`config.mk`:
```
export PLATFORM = sky130hd
export DESIGN_NAME = reg_scoreboard
export DESIGN_NICKNAME = d
export VERILOG_FILES = /design/src/rtl/reg_scoreboard.sv
export SDC_FILE = /design/constraint.sdc
export NUM_CORES = 1
export LEC_CHECK = 0
export ABC_AREA = 1
export BUFFER_PORTS_ARGS = -buffer_cell sky130_fd_sc_hd__buf_4
export CORE_ASPECT_RATIO = 0.75
export CORE_MARGIN = 4
export CORE_UTILIZATION = 40
export CTS_CLUSTER_SIZE = 20
export DETAILED_ROUTE_END_ITERATION = 10
export GPL_ROUTABILITY_DRIVEN = 0
export MAX_ROUTING_LAYER = met4
export SLEW_MARGIN = 20
export SYNTH_ARGS = -nofsm -noshare
export SYNTH_HDL_FRONTEND = slang
export SYNTH_SLANG_ARGS = --single-unit
```
`constraint.sdc`:
```
create_clock -name clk -period 2.3 [get_ports clk]
set_input_delay 0.115 -clock clk [delete_from_list [all_inputs] [get_ports clk]]
set_output_delay 0.115 -clock clk [all_outputs]
set_load 0.02 [all_outputs]
```
`src/rtl/reg_scoreboard.sv`:
```
// GPR pending-write scoreboard for a decode stage.
// Tracks, per register 1..31, whether a write is in flight (pending bit) and
// how many cycles remain until its result reaches the forward path (countdown).
// Produces a combinational decode stall plus per-operand forward selects.
// Optional feature macro: SB_FORWARD_EN. When defined, operands whose producer
// result is forwardable in time are forwarded instead of stalling.
// Without it, any pending source stalls until its writeback edge.
module reg_scoreboard (
    input  logic        clk,
    input  logic        rst,
    input  logic        issue_valid,
    input  logic [4:0]  issue_rd,
    input  logic [2:0]  issue_tnew,
    input  logic        wb_valid,
    input  logic [4:0]  wb_rd,
    input  logic [4:0]  rs,
    input  logic [4:0]  rt,
    input  logic        rs_used,
    input  logic        rt_used,
    input  logic [2:0]  rs_tuse,
    input  logic [2:0]  rt_tuse,
    output logic        stall,
    output logic        fwd_rs,
    output logic        fwd_rt,
    output logic [31:0] pending,
    output logic        wb_err
);

    // Entry 0 exists only to keep indexing uniform; it is forced to zero.
    logic [31:0] pend_q, pend_d;
    logic [2:0]  cnt_q [32];
    logic [2:0]  cnt_d [32];
    logic        wb_err_q, wb_err_d;

    logic        src_rs_pend, src_rt_pend;
    logic        haz_rs, haz_rt;

    // Source lookup: only current state and decode operands, never issue_*.
    always_comb begin
        src_rs_pend = rs_used && (rs != 5'd0) && pend_q[rs];
        src_rt_pend = rt_used && (rt != 5'd0) && pend_q[rt];
`ifdef SB_FORWARD_EN
        haz_rs = src_rs_pend && (cnt_q[rs] > rs_tuse);
        haz_rt = src_rt_pend && (cnt_q[rt] > rt_tuse);
        fwd_rs = src_rs_pend && (cnt_q[rs] <= rs_tuse);
        fwd_rt = src_rt_pend && (cnt_q[rt] <= rt_tuse);
`else
        haz_rs = src_rs_pend;
        haz_rt = src_rt_pend;
        fwd_rs = 1'b0;
        fwd_rt = 1'b0;
`endif
        stall = haz_rs || haz_rt;
    end

`ifndef SB_FORWARD_EN
    // Operand timing is irrelevant when every pending source stalls.
    logic unused_tuse;
    assign unused_tuse = ^{rs_tuse, rt_tuse};
`endif

    // Next state: countdown, then writeback clear, then issue (issue wins).
    always_comb begin
        pend_d   = pend_q;
        wb_err_d = 1'b0;
        for (int r = 0; r < 32; r++) begin
            cnt_d[r] = (pend_q[r] && (cnt_q[r] != 3'd0)) ? cnt_q[r] - 3'd1 : cnt_q[r];
        end
        if (wb_valid && (wb_rd != 5'd0)) begin
            wb_err_d      = ~pend_q[wb_rd];
            pend_d[wb_rd] = 1'b0;
        end
        if (issue_valid && !stall && (issue_rd != 5'd0)) begin
            pend_d[issue_rd] = 1'b1;
            cnt_d[issue_rd]  = issue_tnew;
        end
        pend_d[0] = 1'b0;
        cnt_d[0]  = 3'd0;
    end

    // State registers; synchronous reset discards any concurrent issue/writeback.
    always_ff @(posedge clk) begin
        if (rst) begin
            pend_q   <= '0;
            wb_err_q <= 1'b0;
            for (int r = 0; r < 32; r++) begin
                cnt_q[r] <= 3'd0;
            end
        end else begin
            pend_q   <= pend_d;
            wb_err_q <= wb_err_d;
            for (int r = 0; r < 32; r++) begin
                cnt_q[r] <= cnt_d[r];
            end
        end
    end

    assign pending = pend_q;
    assign wb_err  = wb_err_q;

endmodule
```
==> out/results.tsv, run 1 <==
stage	metric	value	unit
critical_path	Critical Path RT	2.18	ns
synth	gate count of the mapped netlist	437	
critical_path	Worst EP arrival	1.91	ns
critical_path	CP Max Fanout	32	
job	max cap viols	0	
synth	Synth Area per Inst	6.04	um2
synth	YS warnings	0	
critical_path	nature of the critical path endpoint	output pin	
clocking	CTS clk-pin slew, worst paths	0.07	ns
global_route	global-route wire length before repair	15.0	mm
timing	Slew Limit Fails	0	
synth	Yosys reg bits	32	
critical_path	Crit Path Class	register to output pin	
global_route	pin count of the biggest net entering global routing	33	
power	P_leak	1.30	nW
clocking	Root Buffer	clkbuf_8	
min_path	worst min-delay path class	input pin to register	
final_layout	Finished Cell Area	3080	um2
timing	RSZ-0062 raised after global routing	no	
floorplan	Core Box Area	6350	um2
global_route	vias in the first global route	2905	
clocking	postcts setup bufs	0	
clocking	Num CTS Buffers	5	
timing	setup TNS	0	ns
final_layout	nets	516	
final_layout	share of layout cells above drive strength 1	15.8	%
timing	Final period util	88.1	%
final_layout	Multi-input gate area	1570	um2
critical_path	CP Launch Type	register	
routing	DRC Markers	0	
outcome	run status	finished clean	
clocking	H-tree Lvls	2	
floorplan	Cell Rows	25	
global_route	gr usage total	24.3	%
synth	synthesized area	2640	um2
placed_design	DP HPWL	7.06	mm
routing	drt wl/cell	16.5	um
final_layout	synthesis-to-layout area growth	16.6	%
global_route	initial antenna violation count	0	
timing	Setup-failing EPs final	0	
clocking	hold buffers post-CTS	0	
floorplan	I/O Pins	71	
power	PwrDens	437	nW/um2
timing	clock period minus worst slack	2.03	ns
timing	Clock Skews	0.00423	ns
floorplan	Die X	102	um
floorplan	die area	7970	um2
synth	Seq/Total Area, Yosys	24.3	%
floorplan	Die Height	78.3	um
timing	Highest Clock Rate	493	MHz
clocking	TritonCTS clock tree	yes	
clocking	clk sinks	32	
clocking	post-CTS sizing	0	
routing	Vias per Instance	5.73	
routing	routed vias	3227	
timing	Hold Vio Cnt, Final	0	
routing	ANT nets after route	0	
clocking	Clock Latency Late Sink	0.28	ns
routing	DR iter-0 viols	260	
timing	Worst Tran Pin Value	0.620	ns
synth	Yosys cell types	26	
routing	Initial DRT Pass Iterations	7	
placed_design	port buffer count	58	
timing	Slew headroom	58.5	%
global_route	grt ovf	0	
final_layout	fillers	718	
final_layout	Ant. Diodes	0	
floorplan	effective utilization at floorplan	41.5	%
power	VDD IR max	0.000288	V
final_layout	Sequential Area	641	um2
clocking	Max clock buf depth	2	
routing	Post-Route WL	9.28	mm
placed_design	Post-DP Area	2980	um2
## per-stage QoR
step	hold slack (ns)	util (%)	power, W	cells	setup slack [ns]
2_1_floorplan	0.184	-	0.000819	439	0.859
3_3_place_gp	0.417	47.0	0.000899	555	0.586
3_5_place_dp	0.420	47.0	0.000901	555	0.580
4_1_cts	0.119	48.4	0.00135	563	0.290
5_1_grt	0.132	48.4	0.00141	563	0.105
6_report	0.131	48.4	0.00134	563	0.273
## per-layer routing
layer	track usage, %	part of all wire, %	wire, um	up-vias
met3	4.35	11	983	15
met5	-	0	0	-
li1	-	-	-	1566
met4	4.38	0.68	63	0
met2	34.9	42	3890	183
met1	35.6	47	4350	1463
## cells by family after synthesis
logic type	after synthesis	synth area share (%)
AOI/OAI and AO/OA	103	20.9
and+or+nand+nor	219	38.2
DFF	32	24.3
other	1	0.142
buffers and inverters	82	16.5
## placed cells by master (no fill, tap or decap), types with 3 or more instances in the layout
cell type  synthesis  final
nand2_1           81     81
clkbuf_8           0      6
nor2_1            45     45
inv_1             53     53
a21oi_1           37     37
conb_1             1      3
o21ai_0           48     48
nor3_1            10     10
o211ai_1           7      7
nand4_1           33     33
buf_4              3     60
nand3_1           46     46
dfxtp_1           32     32
o22ai_1            7      7
## layout make-up
class	count	share of cell area, %
Sequential cell	32	20.8
Inverter	57	7.20
Clock inverter	2	0.325
Timing Repair Buffer	60	14.6
Multi-Input combinational cell	325	51.0
Clock buffer	6	2.69
Tap cell	81	3.30
## worst paths after layout
path | end | depth (start not counted) | from | slack [ns]
max | stall | 9 | pending[5] | 0.27
min reg2reg | pending[16] | 2 | pending[16] | 0.51
max reg2reg | pending[28] | 9 | pending[5] | 0.56
min | wb_err | 3 | wb_valid | 0.13
## worst max-delay path: stages (launching register included)
cell and delay [ns]:
dfxtp_1 0.42, inv_1 0.08, nand2_1 0.06, nand3_1 0.09, a21boi_1 0.17, nor2_1 0.06, nand2_1 0.10, nand3_4 0.32
nand2_1 0.18, buf_4 0.15
## state kept, by name, indices dropped and copies added (netlist names)
signal,count
wb_err,1
pending,31
## power breakdown
group          switching [W]  internal, W
Clock               0.000207     0.000238
Sequential        0.00000742     0.000561
Combinational       0.000226     0.000103
Total               0.000440     0.000903
## Yosys cell counts
| cell type | instances | area, um2 |
|---|---|---|
| a21boi_1 | 2 | 15.0 |
| a21oi_1 | 37 | 185 |
| buf_2 | 6 | 30.0 |
| buf_4 | 3 | 22.5 |
| buf_6 | 12 | 135 |
| buf_8 | 1 | 15.0 |
| clkbuf_1 | 3 | 11.3 |
| conb_1 | 1 | 3.75 |
| dfxtp_1 | 32 | 641 |
| inv_1 | 53 | 199 |
| inv_2 | 2 | 7.51 |
| inv_4 | 1 | 6.26 |
| inv_6 | 1 | 8.76 |
| nand2_1 | 81 | 304 |
| nand2_2 | 1 | 6.26 |
| nand3_1 | 46 | 230 |
| nand3_4 | 2 | 35.0 |
| nand4_1 | 33 | 206 |
| nor2_1 | 45 | 169 |
| nor2_2 | 1 | 6.26 |
| nor3_1 | 10 | 50.1 |
| o211ai_1 | 7 | 52.6 |
| o21ai_0 | 48 | 240 |
| o21ai_1 | 1 | 5.00 |
| o221ai_1 | 1 | 8.76 |
| o22ai_1 | 7 | 43.8 |
Power figures use the tool's default switching activity.
==> run 2, diff against run 1 <==
CORE_ASPECT_RATIO = 1.1   (was 0.75)
CORE_UTILIZATION = 57   (was 40)
PLACE_DENSITY = 0.86   (was default)
clock period = 2.37 ns   (was 2.3 ns; I/O delays follow)
==> run 2 against run 1 <==
Sequential power decreased by 3%. First-iteration DRC count decreased by 4.2%. Clock skew about the same. Largest power group unchanged. Sequential share of layout area increased by 0.45 points. Worst setup slack improved by 0.12 ns. Flip-flop and latch count unchanged. Via count decreased by 0.28%. Critical path depth unchanged. Critical endpoint unchanged. Global-route usage increased by 6.0 points. Combinational power decreased by 6.4%. Register-to-register slack improved by 0.10 ns.
==> out/results.tsv, run 2 (same netlist as run 1, synthesis figures left out) <==
stage	metric	value	unit	change
outcome	run status	finished clean		unchanged
clocking	H-tree Lvls	2		unchanged
clocking	Max clock buf depth	2		unchanged
power	PwrDens	407	nW/um2	was 437 nW/um2
routing	Initial DRT Pass Iterations	5		was 7
global_route	grt ovf	0		unchanged
timing	Slew Limit Fails	0		unchanged
critical_path	nature of the critical path endpoint	output pin		unchanged
final_layout	share of layout cells above drive strength 1	15.1	%	was 15.8%
power	P_leak	1.28	nW	was 1.30 nW
floorplan	die area	5780	um2	was 7970 um2
routing	Post-Route WL	8.33	mm	was 9.28 mm
critical_path	Reg2Reg Depth	9		unchanged
timing	Hold Vio Cnt, Final	0		unchanged
clocking	hold buffers post-CTS	0		unchanged
global_route	GRT met3 Usage	4.18	%	was 4.35%
critical_path	Worst EP arrival	1.85	ns	was 1.91 ns
clocking	post-CTS sizing	0		unchanged
clocking	TritonCTS clock tree	yes		unchanged
timing	Clock Skews	0.00450	ns	was 0.00423 ns
critical_path	Crit path top cell by count	nand2_1		unchanged
clocking	postcts setup bufs	0		unchanged
floorplan	Core Box Area	4380	um2	was 6350 um2
timing	Highest Clock Rate	507	MHz	
timing	Final period util	83.3	%	
critical_path	crit-path cells	inv_1, nand2_1, nand3_1, a21boi_1, nor2_1, nand2_1, nand3_4, nand2_1, buf_4		unchanged
min_path	Hold Crit Depth	3		unchanged
timing	Setup-failing EPs final	0		unchanged
critical_path	CP max stage cell	dfxtp_1		unchanged
floorplan	Cell Rows	25		unchanged
global_route	global route hottest layer	met2		was met1
global_route	vias in the first global route	2889		was 2905
global_route	met2 usage	49.1	%	was 34.9%
final_layout	Largest register FFs	31		unchanged
floorplan	Die Height	79.3	um	was 78.3 um
timing	Worst Tran Pin Value	0.540	ns	was 0.620 ns
routing	routed vias	3218		was 3227
critical_path	CP Depth	9		unchanged
floorplan	effective utilization at floorplan	60.2	%	was 41.5%
job	max cap viols	0		unchanged
final_layout	fillers	437		was 718
power	VDD IR max	0.000325	V	was 0.000288 V
clocking	clk sinks	32		unchanged
global_route	M1 GR Usage	37.0	%	was 35.6%
critical_path	Crit Path Class	register to output pin		unchanged
critical_path	critical path's top delay family	simple AND/OR/NAND/NOR gates		unchanged
critical_path	worst path bufs/invs	2		unchanged
global_route	gr usage total	30.3	%	was 24.3%
final_layout	commonest non-fill, non-tap cells in the layout	nand2_1, buf_4, inv_1		unchanged
critical_path	CP Launch Type	register		unchanged
final_layout	Final Core Density	68.7	%	was 48.4%
clocking	CTS clk-pin slew, worst paths	0.06	ns	was 0.07 ns
critical_path	CP Max Fanout	32		unchanged
routing	drt wl/cell	15.7	um	was 16.5 um
timing	setup TNS	0	ns	unchanged
global_route	initial antenna violation count	0		unchanged
placed_design	DP HPWL	6.32	mm	was 7.06 mm
power	Tot Pwr	0.00123	W	was 0.00134 W
critical_path	crit-path max cell delay	0.40	ns	was 0.42 ns
floorplan	Die X	72.9	um	was 102 um
final_layout	fin cells	532		was 563
min_path	worst min-delay path class	input pin to register		unchanged
timing	clock period minus worst slack	1.97	ns	
placed_design	port buffer count	58		unchanged
final_layout	most common cell after layout, fill and taps aside	nand2_1		unchanged
routing	Vias per Instance	6.05		was 5.73
final_layout	Ant. Diodes	0		unchanged
global_route	pin count of the biggest net entering global routing	33		unchanged
clocking	Root Buffer	clkbuf_8		unchanged
placed_design	dpl cells	527		was 555
floorplan	I/O Pins	71		unchanged
global_route	global-route wire length before repair	13.5	mm	was 15.0 mm
routing	DR iter-0 viols	249		was 260
timing	Slew headroom	63.9	%	was 58.5%
critical_path	Critical Path RT	2.25	ns	was 2.18 ns
routing	ANT nets after route	0		unchanged
final_layout	synthesis-to-layout area growth	14.1	%	was 16.6%
clocking	Num CTS Buffers	5		unchanged
timing	RSZ-0062 raised after global routing	no		unchanged
final_layout	nets	515		was 516
clocking	Clock Latency Late Sink	0.28	ns	about the same
routing	DRC Markers	0		unchanged
==> run 2: changes by cell type in the layout (fill, tap and decap cells not counted) <==
cell,delta
buf_4,-1
clkbuf_8,-1
clkinv_2,-2
==> run 2: where the power goes <==
group / leakage (nW) / switching (W) / internal [W]
sequential: 0.258 / 0.00000737 / 0.000545
clock: 0.0359 / 0.000176 / 0.000189
combinational: 0.985 / 0.000208 / 0.000100
==> run 2: layer usage <==
metal | wire, um | part of all wire [%]
met2 | 4090 | 49
met1 | 3280 | 39
met3 | 731 | 8.8
met5 | 0 | 0
met4 | 223 | 2.7
==> run 2: cell type report <==
type	count	area [um2]	area share (%)
Clock buffer	5	68.8	2.29
Inverter	57	221	7.36
Multi-Input combinational cell	325	1570	52.1
Sequential cell	32	641	21.3
Tap cell	54	67.6	2.24
Timing Repair Buffer	59	443	14.7
==> run 2: stage by stage <==
stage	setup WS [ns]	hold WS [ns]	area (um2)
2_1_floorplan	0.926	0.188	2650
3_3_place_gp	0.731	0.418	2940
3_5_place_dp	0.710	0.420	2940
4_1_cts	0.422	0.125	3010
5_1_grt	0.233	0.125	3010
6_report	0.397	0.127	3010
==> run 2: path summary, 6_finish.rpt <==
kind	startpoint	to	slack, ns
min	wb_valid	wb_err	0.13
max reg2reg	pending[7]	pending[10]	0.66
max	pending[7]	stall	0.40
min reg2reg	pending[9]	pending[9]	0.50
==> run 2: worst register-to-register path, cell delays in order, from the launching register on <==
cell and delay (ns):
dfxtp_1 0.40, inv_1 0.09, nand2_1 0.07, nand3_1 0.07, a21boi_1 0.16, nor2_1 0.08
nand2_1 0.10, nand3_4 0.29, nand4_1 0.24, a21oi_1 0.09
==> run 3, diff against run 2 <==
ABC_AREA = 0   (was 1)
CORE_UTILIZATION = 47   (was 57)
PLACE_DENSITY = 0.77   (was 0.86)
clock period = 1.6 ns   (was 2.37 ns; I/O delays follow)
==> run 3 against run 2 <==
The run now ends with negative setup slack left. Non-clock buffer count grew 63. Core utilization grew 7.9 points. Worst hold slack gained 0.046 ns. Cell area grew 22%. Combinational power grew 52%. Register-to-register slack lost 1.3 ns. Clock power grew 76%. Critical endpoint is now pending[26]. Die area grew 8.2%. Synthesized cell count shrank 43%.
==> out/results.tsv, run 3 <==
stage	metric	value	unit	change
global_route	global route hottest layer	met2		unchanged
floorplan	Cell Rows	26		was 25
final_layout	Largest register FFs	31		unchanged
timing	Highest Clock Rate	452	MHz	
synth	Yosys top cell by area	dfxtp_1		unchanged
power	PwrDens	525	nW/um2	was 407 nW/um2
synth	Yosys cell types	40		was 26
synth	Commonest cells post-synth	dfxtp_1, o31ai_1, nor2b_1, o21ai_0, nand2_1		was nand2_1, inv_1, o21ai_0
critical_path	Worst EP arrival	2.37	ns	was 1.85 ns
min_path	worst min-delay path class	input pin to register		unchanged
synth	synthesized area	2370	um2	was 2640 um2
clocking	Max clock buf depth	2		unchanged
synth	Synth Area per Inst	9.61	um2	was 6.04 um2
placed_design	pre-CTS setup slack	-0.438	ns	was 0.710 ns
routing	Post-Route WL	9.81	mm	was 8.33 mm
timing	setup ws final	-0.613	ns	was 0.397 ns
power	VDD IR max	0.000502	V	was 0.000325 V
synth	gate count of the mapped netlist	247		was 437
final_layout	Finished Cell Area	3670	um2	was 3010 um2
timing	clock period minus worst slack	2.21	ns	
final_layout	nets	390		was 515
clocking	Root Buffer	clkbuf_8		unchanged
global_route	grt ovf	0		unchanged
floorplan	effective utilization at floorplan	49.7	%	was 60.2%
global_route	gr usage total	29.2	%	was 30.3%
synth	YS warnings	0		unchanged
routing	DRC Markers	0		unchanged
synth	Seq/Total Area, Yosys	27.0	%	was 24.3%
timing	RSZ-0062 raised after global routing	yes		was no
floorplan	I/O Pins	71		unchanged
routing	drt wl/cell	23.8	um	was 15.7 um
timing	setup TNS	-15.32	ns	was 0 ns
global_route	global-route wire length before repair	13.2	mm	was 13.5 mm
routing	Initial DRT Pass Iterations	8		was 5
clocking	Num CTS Buffers	5		unchanged
placed_design	DP HPWL	6.17	mm	was 6.32 mm
timing	Clock Skews	0.00756	ns	was 0.00450 ns
power	P_leak	1.52	nW	was 1.28 nW
critical_path	CP Max Fanout	8		was 32
timing	Slew headroom	58.4	%	was 63.9%
global_route	M1 GR Usage	37.2	%	was 37.0%
synth	ys flop type	dfxtp_1		unchanged
timing	Worst Tran Pin Value	0.624	ns	was 0.540 ns
floorplan	Die Height	82.6	um	was 79.3 um
critical_path	crit-path max cell delay	0.48	ns	was 0.40 ns
final_layout	most common cell after layout, fill and taps aside	buf_4		was nand2_1
synth	Yosys reg bits	32		unchanged
critical_path	nature of the critical path endpoint	register		was output pin
job	max cap viols	0		unchanged
timing	Hold Vio Cnt, Final	0		unchanged
timing	Setup-failing EPs final	33		was 0
critical_path	CP Launch Type	register		unchanged
clocking	clk sinks	32		unchanged
global_route	pin count of the biggest net entering global routing	33		unchanged
synth	top cell type's share of synthesized area	27.0	%	was 24.3%
floorplan	Die X	75.8	um	was 72.9 um
clocking	Clock Latency Late Sink	0.29	ns	was 0.28 ns
global_route	initial antenna violation count	0		unchanged
timing	Slew Limit Fails	0		unchanged
routing	Vias per Instance	6.89		was 6.05
placed_design	port buffer count	58		unchanged
critical_path	crit-path cells	mux4_2, nand2_1, nor2_1, a311oi_2, o311ai_4, buf_4, buf_12, o31ai_1		was inv_1, nand2_1, nand3_1, a21boi_1, nor2_1, nand2_1, nand3_4, nand2_1, buf_4
final_layout	synthesis-to-layout area growth	54.4	%	was 14.1%
global_route	met2 usage	46.1	%	was 49.1%
placed_design	Post-DP Area	3220	um2	was 2940 um2
clocking	CTS clk-pin slew, worst paths	0.07	ns	was 0.06 ns
final_layout	share of layout cells above drive strength 1	55.1	%	was 15.1%
final_layout	commonest non-fill, non-tap cells in the layout	buf_4, nor2b_1, o21ai_0		was nand2_1, buf_4, inv_1
critical_path	CP max stage cell	mux4_2		was dfxtp_1
routing	ANT nets after route	0		unchanged
global_route	GRT met3 Usage	4.96	%	was 4.18%
clocking	H-tree Lvls	2		unchanged
synth	Post-synth ARST share	0	%	unchanged
outcome	run status	complete, but fails checks		was finished clean
global_route	vias in the first global route	2602		was 2889
routing	DR iter-0 viols	341		was 249
clocking	TritonCTS clock tree	yes		unchanged
floorplan	die area	6260	um2	was 5780 um2
routing	routed vias	2839		was 3218
timing	Final period util	138	%	
synth	Post-synth EDFFs	0		unchanged
floorplan	Core Box Area	4780	um2	was 4380 um2
synth	largest cells by area after synthesis	dfxtp_1, mux4_2, o31ai_1, nor2b_1, mux4_1		was dfxtp_1, nand2_1, o21ai_0, nand3_1, nand4_1
outcome	failing checks	negative setup slack		
critical_path	Crit Path Class	register to register		was register to output pin
power	Tot Pwr	0.00193	W	was 0.00123 W
clocking	hold buffers post-CTS	0		unchanged
final_layout	Ant. Diodes	0		unchanged
critical_path	Critical Path RT	1.76	ns	was 2.25 ns
## run 3: critical path, delay by kind of cell, from the launching register on
| family | cells | cell delay [ns] |
|---|---|---|
| DFF | 1 | 0.37 |
| and+or+nand+nor | 2 | 0.12 |
| AOI/OAI and AO/OA | 3 | 0.78 |
| muxes | 1 | 0.48 |
| buffers and inverters | 2 | 0.33 |
## run 3: final cells by class
class | count | area (um2)
multi-input cells | 189 | 1840
fillers | 297 | 1110
repair buffers | 122 | 985
flip-flops and latches | 32 | 663
clock buffers | 8 | 90.1
well taps | 56 | 70.1
inverters | 5 | 18.8
## run 3: kinds of logic after synthesis
logic type / synth area share (%)
simple gates: 21.7
flops: 27.0
other cells: 0.158
buf+inv: 6.38
mux: 24.9
compound gates: 20.0
## run 3: where the power goes
group	leakage (nW)	internal (W)	switching, W
Sequential	0.266	0.000805	0.0000119
Combinational	1.21	0.000207	0.000260
Clock	0.0455	0.000350	0.000291
Total	1.52	0.00136	0.000563
## run 3: path summary, 6_finish.rpt
check	endpoint	slack, ns	cells past startpoint	start
max	pending[26]	-0.61	8	pending[21]
min	wb_err	0.17	3	wb_valid
max reg2reg	pending[26]	-0.61	8	pending[21]
min reg2reg	pending[19]	0.54	2	pending[19]
## run 3: through the flow
step | utilization, % | hold slack, ns | cells
global route | 76.7 | 0.205 | 412
finish | 76.7 | 0.173 | 412
global placement | 67.4 | 0.440 | 396
floorplan | - | 0.256 | 249
detailed placement | 67.4 | 0.438 | 396
CTS | 72.7 | 0.152 | 409
## run 3: routing by layer
metal	vias up	part of all wire (%)
met5	-	0
met1	1377	38
met2	237	47
li1	1169	-
met4	0	4.6
met3	56	11
## run 3: repair_timing
item | 4_1_cts | 5_1_grt
gates resized for setup | 23 | 29
setup endpoints to repair | 33 | 33
buffers inserted | 4 | 3
cloned | 1 | 1
pin swaps | 9 | 3
